$ cat config.mk
export PLATFORM = sky130hd
export DESIGN_NAME = frame_scan_ctrl
export DESIGN_NICKNAME = d
export VERILOG_FILES = /design/src/rtl/frame_scan_ctrl.sv
export SDC_FILE = /design/constraint.sdc
export NUM_CORES = 1
export LEC_CHECK = 0
export CORE_MARGIN = 3
export CORE_UTILIZATION = 40
export DETAILED_ROUTE_END_ITERATION = 8
export PLACE_DENSITY = 0.65
export SLEW_MARGIN = 10
export SYNTH_ARGS = -nofsm -noshare
export SYNTH_HDL_FRONTEND = slang
export SYNTH_SLANG_ARGS = --single-unit
export TNS_END_PERCENT = 30
$ cat constraint.sdc
create_clock -name clock -period 2.2 [get_ports clock]
set_input_delay 0.55 -clock clock [delete_from_list [all_inputs] [get_ports clock]]
set_output_delay 0.55 -clock clock [all_outputs]
set_load 0.01 [all_outputs]
$ cat src/rtl/frame_scan_ctrl.sv
`default_nettype none
// ============================================================================
//  Module      : frame_scan_ctrl
//  Description : Pixel-address sequencer for one full-screen framebuffer pass.
//                On start it presents (x, y) addresses on a valid/ready
//                handshake. It walks x across each line and y down the frame,
//                optionally idles LINE_GAP cycles between lines, and pulses
//                done after the final pixel is accepted.
//  Ports       : clock, reset (async, active-high)
//                start, abort       - control from the render logic
//                pixel_ready        - downstream accept
//                pixel_valid, x, y  - registered pixel address stream
//                sof, eol           - combinational frame/line markers
//                busy, done         - registered status
//  Revision    : 1.0  initial release
// ============================================================================
module frame_scan_ctrl #(
    parameter int X_LAST   = 239,
    parameter int Y_LAST   = 319,
    parameter int LINE_GAP = 0
) (
    input  logic       clock,
    input  logic       reset,
    input  logic       start,
    input  logic       abort,
    input  logic       pixel_ready,
    output logic       pixel_valid,
    output logic [7:0] x,
    output logic [8:0] y,
    output logic       sof,
    output logic       eol,
    output logic       busy,
    output logic       done
);

    localparam logic [7:0] c_x_last   = 8'(X_LAST);
    localparam logic [8:0] c_y_last   = 9'(Y_LAST);
    // Only meaningful when LINE_GAP > 0; the counter counts down to zero.
    localparam logic [7:0] c_gap_load = 8'(LINE_GAP - 1);

    typedef enum logic [1:0] {
        IDLE  = 2'd0,
        FRAME = 2'd1,
        GAP   = 2'd2
    } state_t;

    state_t     r_state, w_state_nx;
    logic [7:0] r_x, w_x_nx;
    logic [8:0] r_y, w_y_nx;
    logic [7:0] r_gap, w_gap_nx;
    logic       r_valid, w_valid_nx;
    logic       r_busy, w_busy_nx;
    logic       r_done, w_done_nx;
    logic       w_xfer;

    assign w_xfer = r_valid & pixel_ready;

    always_ff @(posedge clock or posedge reset) begin
        if (reset) begin
            r_state <= IDLE;
            r_x     <= '0;
            r_y     <= '0;
            r_gap   <= '0;
            r_valid <= 1'b0;
            r_busy  <= 1'b0;
            r_done  <= 1'b0;
        end else begin
            r_state <= w_state_nx;
            r_x     <= w_x_nx;
            r_y     <= w_y_nx;
            r_gap   <= w_gap_nx;
            r_valid <= w_valid_nx;
            r_busy  <= w_busy_nx;
            r_done  <= w_done_nx;
        end
    end

    always_comb begin
        w_state_nx = r_state;
        w_x_nx     = r_x;
        w_y_nx     = r_y;
        w_gap_nx   = r_gap;
        w_valid_nx = r_valid;
        w_busy_nx  = r_busy;
        w_done_nx  = 1'b0;

        if (abort) begin
            // Abort wins over any progression and never produces done.
            w_state_nx = IDLE;
            w_x_nx     = '0;
            w_y_nx     = '0;
            w_gap_nx   = '0;
            w_valid_nx = 1'b0;
            w_busy_nx  = 1'b0;
        end else begin
            case (r_state)
                IDLE: begin
                    if (start) begin
                        w_state_nx = FRAME;
                        w_x_nx     = '0;
                        w_y_nx     = '0;
                        w_valid_nx = 1'b1;
                        w_busy_nx  = 1'b1;
                    end
                end
                FRAME: begin
                    if (w_xfer) begin
                        if (r_x < c_x_last) begin
                            w_x_nx = r_x + 8'd1;
                        end else if (r_y < c_y_last) begin
                            w_x_nx = '0;
                            w_y_nx = r_y + 9'd1;
                            if (LINE_GAP != 0) begin
                                w_state_nx = GAP;
                                w_valid_nx = 1'b0;
                                w_gap_nx   = c_gap_load;
                            end
                        end else begin
                            w_state_nx = IDLE;
                            w_x_nx     = '0;
                            w_y_nx     = '0;
                            w_valid_nx = 1'b0;
                            w_busy_nx  = 1'b0;
                            w_done_nx  = 1'b1;
                        end
                    end
                end
                GAP: begin
                    // pixel_ready is deliberately ignored while idling.
                    if (r_gap == 8'd0) begin
                        w_state_nx = FRAME;
                        w_valid_nx = 1'b1;
                    end else begin
                        w_gap_nx = r_gap - 8'd1;
                    end
                end
                default: begin
                    w_state_nx = IDLE;
                    w_x_nx     = '0;
                    w_y_nx     = '0;
                    w_valid_nx = 1'b0;
                    w_busy_nx  = 1'b0;
                end
            endcase
        end
    end

    assign pixel_valid = r_valid;
    assign x           = r_x;
    assign y           = r_y;
    assign busy        = r_busy;
    assign done        = r_done;
    assign sof         = r_valid & (r_x == 8'd0) & (r_y == 9'd0);
    assign eol         = r_valid & (r_x == c_x_last);

endmodule
`default_nettype wire

==> results.toml <==
[power]
seqPwrFrac = 0.477
total_power_w = 0.000763
p_clk_frac = 0.235
intPower_w = 0.000530
p_sw_w = 0.000233
vdd_drop_max_v = 0.000439
powerDensity_nw_per_um2 = 432
power_leakage_nw = 0.777
p_comb_frac = 0.288
swShare = 0.305

[worst_setup_path]
r2r_cells = 6
endpoint_kind = "primary output"
ff2ff_setup_slack_ns = 0.39
regToRegEndpoint = "y[3]"
critPathArrivalTime_ns = 1.71
cp.required_ns = 1.65
crit_type = "register to primary output"
worstSetupStartpointType = "register"
cp_max_fo = 2
reg2reg_from = "x[0]"

[layout]
seqCellArea_um2 = 475
diodes = 0
drive_above_1_share = 0.225
multi_input_area_um2 = 749
fin_area_um2 = 1770
layout_common_cells = "clkdlybuf4s50_1, buf_4, dfrtp_1"
final_common_cell = "clkdlybuf4s50_1"
fillers = 257
fin_nets = 192
syn_to_final_growth_pct = 40.8

[timing]
min_period_over_period = 1.03
relSlewSlack = 0.704
clock_skew_ns = 0.0123
setup_ws_ns = -0.0568
clock.fmax_mhz = 443
hold_viol_final = 0
drv_slew = 0
setup_viol = 1
rsz0062_at_grt = "true"
finalCriticalPeriod_ns = 2.26
worst_slew_pin_slew_ns = 0.441

[synth]
syn_inst = 132
yosysSeqAreaShare = 0.378
synthesis.nets = 141
netlist.top_cell.by_area = "dfrtp_1"
synth_edf_count = 0
ys_ff_latch = 19
synth_area_um2 = 1260
async_flop_share = 1.00
yosysUniqueCellTypes = 48
yosys-top-cells-area = "dfrtp_1, nand3_1, o21ai_0, a22o_1, ha_1"
synth_top_area_frac = 0.378
avgSynthCellArea_um2 = 9.52
ys_warn_count = 0
yosys_most_used_dff = "dfrtp_1"

[grt]
met2_usage = 0.309
grt_max_degree = 20
antenna_found_initial = 0
grtUsageMet1 = 0.253
gr-max-usage-layer = "met2"
grt_pass1_wl_mm = 5.34
first_global_vias = 1176
grt_use_total = 0.187
met3_usage = 0.0413
globalRouteOverflowTotal = 0

[route]
wl_per_cell_um = 15.1
drtIter0Drc = 78
dr_total_vias = 1266
antenna_violating_nets_post_route = 0
route.detailed.drc = 0
drt_wl_total_mm = 3.38
firstDrtPassIters = 4
routed_via_density = 5.65

[die]
core_um2 = 2880
die_y_um = 62.0
io_pins = 27
die_width_um = 62.0
num_rows = 19
die-area_um2 = 3850
initial_core_util = 0.437

[clock_tree]
clkSlewWorstSetupHoldPaths_ns = 0.12
cts.hold.buffers_added = 0
cts-root-buf = "clkbuf_4"
cts.path.max_buffers = 2
clkSinkCount = 19
cts_tree = "done"
htreeDepth = 1
numCtsBuffers = 3
clk_latency_ns = 0.30

[job]
cap_violations = 0

[place]
gp_congestion = 0.842
placed_area_um2 = 1720
numPortBuffers = 26
dp_hpwl_mm = 2.57

[run_status]
status = "finished with violations"
violations = "negative setup slack"

[worst_hold_path]
worstHoldPathType = "primary input to async pin"
cells by family after synthesis:
group	after synthesis	synth area share
compound gates	37	0.237
xor+xnor	1	0.00697
fa+ha+maj	4	0.0398
buf+inv	13	0.0438
flops	19	0.378
mux	3	0.0289
simple gates	55	0.265
metal layers:
metal  vias to the layer above  part of all wire  routed length, µm
li1                        605                 -                  -
met1                       606              0.46               1560
met2                        53              0.47               1600
met3                         2             0.063                213
met4                         0            0.0041                 14
met5                         -                 0                  0
how the worst max path moves through the flow:
stage / start / endpoint / slack [ns] / cells past startpoint
detailed placement: y[4] / sof / -0.21 / 4
floorplan: y[4] / sof / 0.33 / 3
finish: y[8] / sof / -0.06 / 4
global route: x[5] / sof / -0.16 / 4
CTS: y[4] / sof / -0.15 / 4
global placement: y[4] / sof / -0.19 / 4
worst max-delay path, stage by stage (launching register included):
cell and delay (ns):
dfrtp_1 0.40, or4_4 0.53, nor4_4 0.16, and3_1 0.19, buf_2 0.13
area by class of cell:
| type | instances | area share |
|---|---|---|
| clock buffer | 3 | 0.0127 |
| clock inverter | 1 | 0.00283 |
| inverter | 10 | 0.0212 |
| multi-input combinational | 100 | 0.424 |
| sequential | 19 | 0.269 |
| tap | 42 | 0.0297 |
| timing repair buffer | 49 | 0.241 |
registers in the layout, indices dropped and copies added (netlist names):
| signal | cells |
|---|---|
| x | 8 |
| y | 9 |
| pixel_valid | 1 |
| done | 1 |
stage by stage:
| step | instances | setup TNS (ns) | setup slack [ns] | hold WS (ns) | util |
|---|---|---|---|---|---|
| after floorplan | 132 | 0 | 0.326 | 0.501 | - |
| after global placement | 219 | -0.186 | -0.186 | 0.557 | 0.597 |
| after detailed placement | 219 | -0.206 | -0.206 | 0.569 | 0.597 |
| after CTS | 224 | -0.150 | -0.150 | 0.565 | 0.615 |
| after global routing | 224 | -0.160 | -0.160 | 0.569 | 0.615 |
| final | 224 | -0.0568 | -0.0568 | 0.555 | 0.615 |
synth_stat cells, types with 2 or more instances:
cell type	n
o21ai_1	2
a21o_1	3
nor2b_1	3
dfrtp_1	19
o21ai_0	11
nand4_1	4
nor2_1	4
ha_1	4
or4_1	3
a21oi_1	3
and3_1	3
buf_2	2
nor3_1	3
nand3_1	11
nor4b_1	2
inv_1	10
nor4_1	2
a22o_1	6
nand2_1	8
repair_timing:
item	4_1_cts	5_1_grt
resized for setup	9	0
pin swaps	2	2
endpoints found under the setup margin	2	1
setup buffers	1	0
power by group through the flow:
stage | clock [W] | combinational [W] | sequential [W]
final | 0.000180 | 0.000220 | 0.000364
after CTS | 0.000188 | 0.000218 | 0.000363
after global placement | 0 | 0.000210 | 0.000371
after detailed placement | 0 | 0.000213 | 0.000371
after floorplan | 0 | 0.000109 | 0.000381
after global routing | 0.000200 | 0.000239 | 0.000365
(Power assumes the default switching activity.)
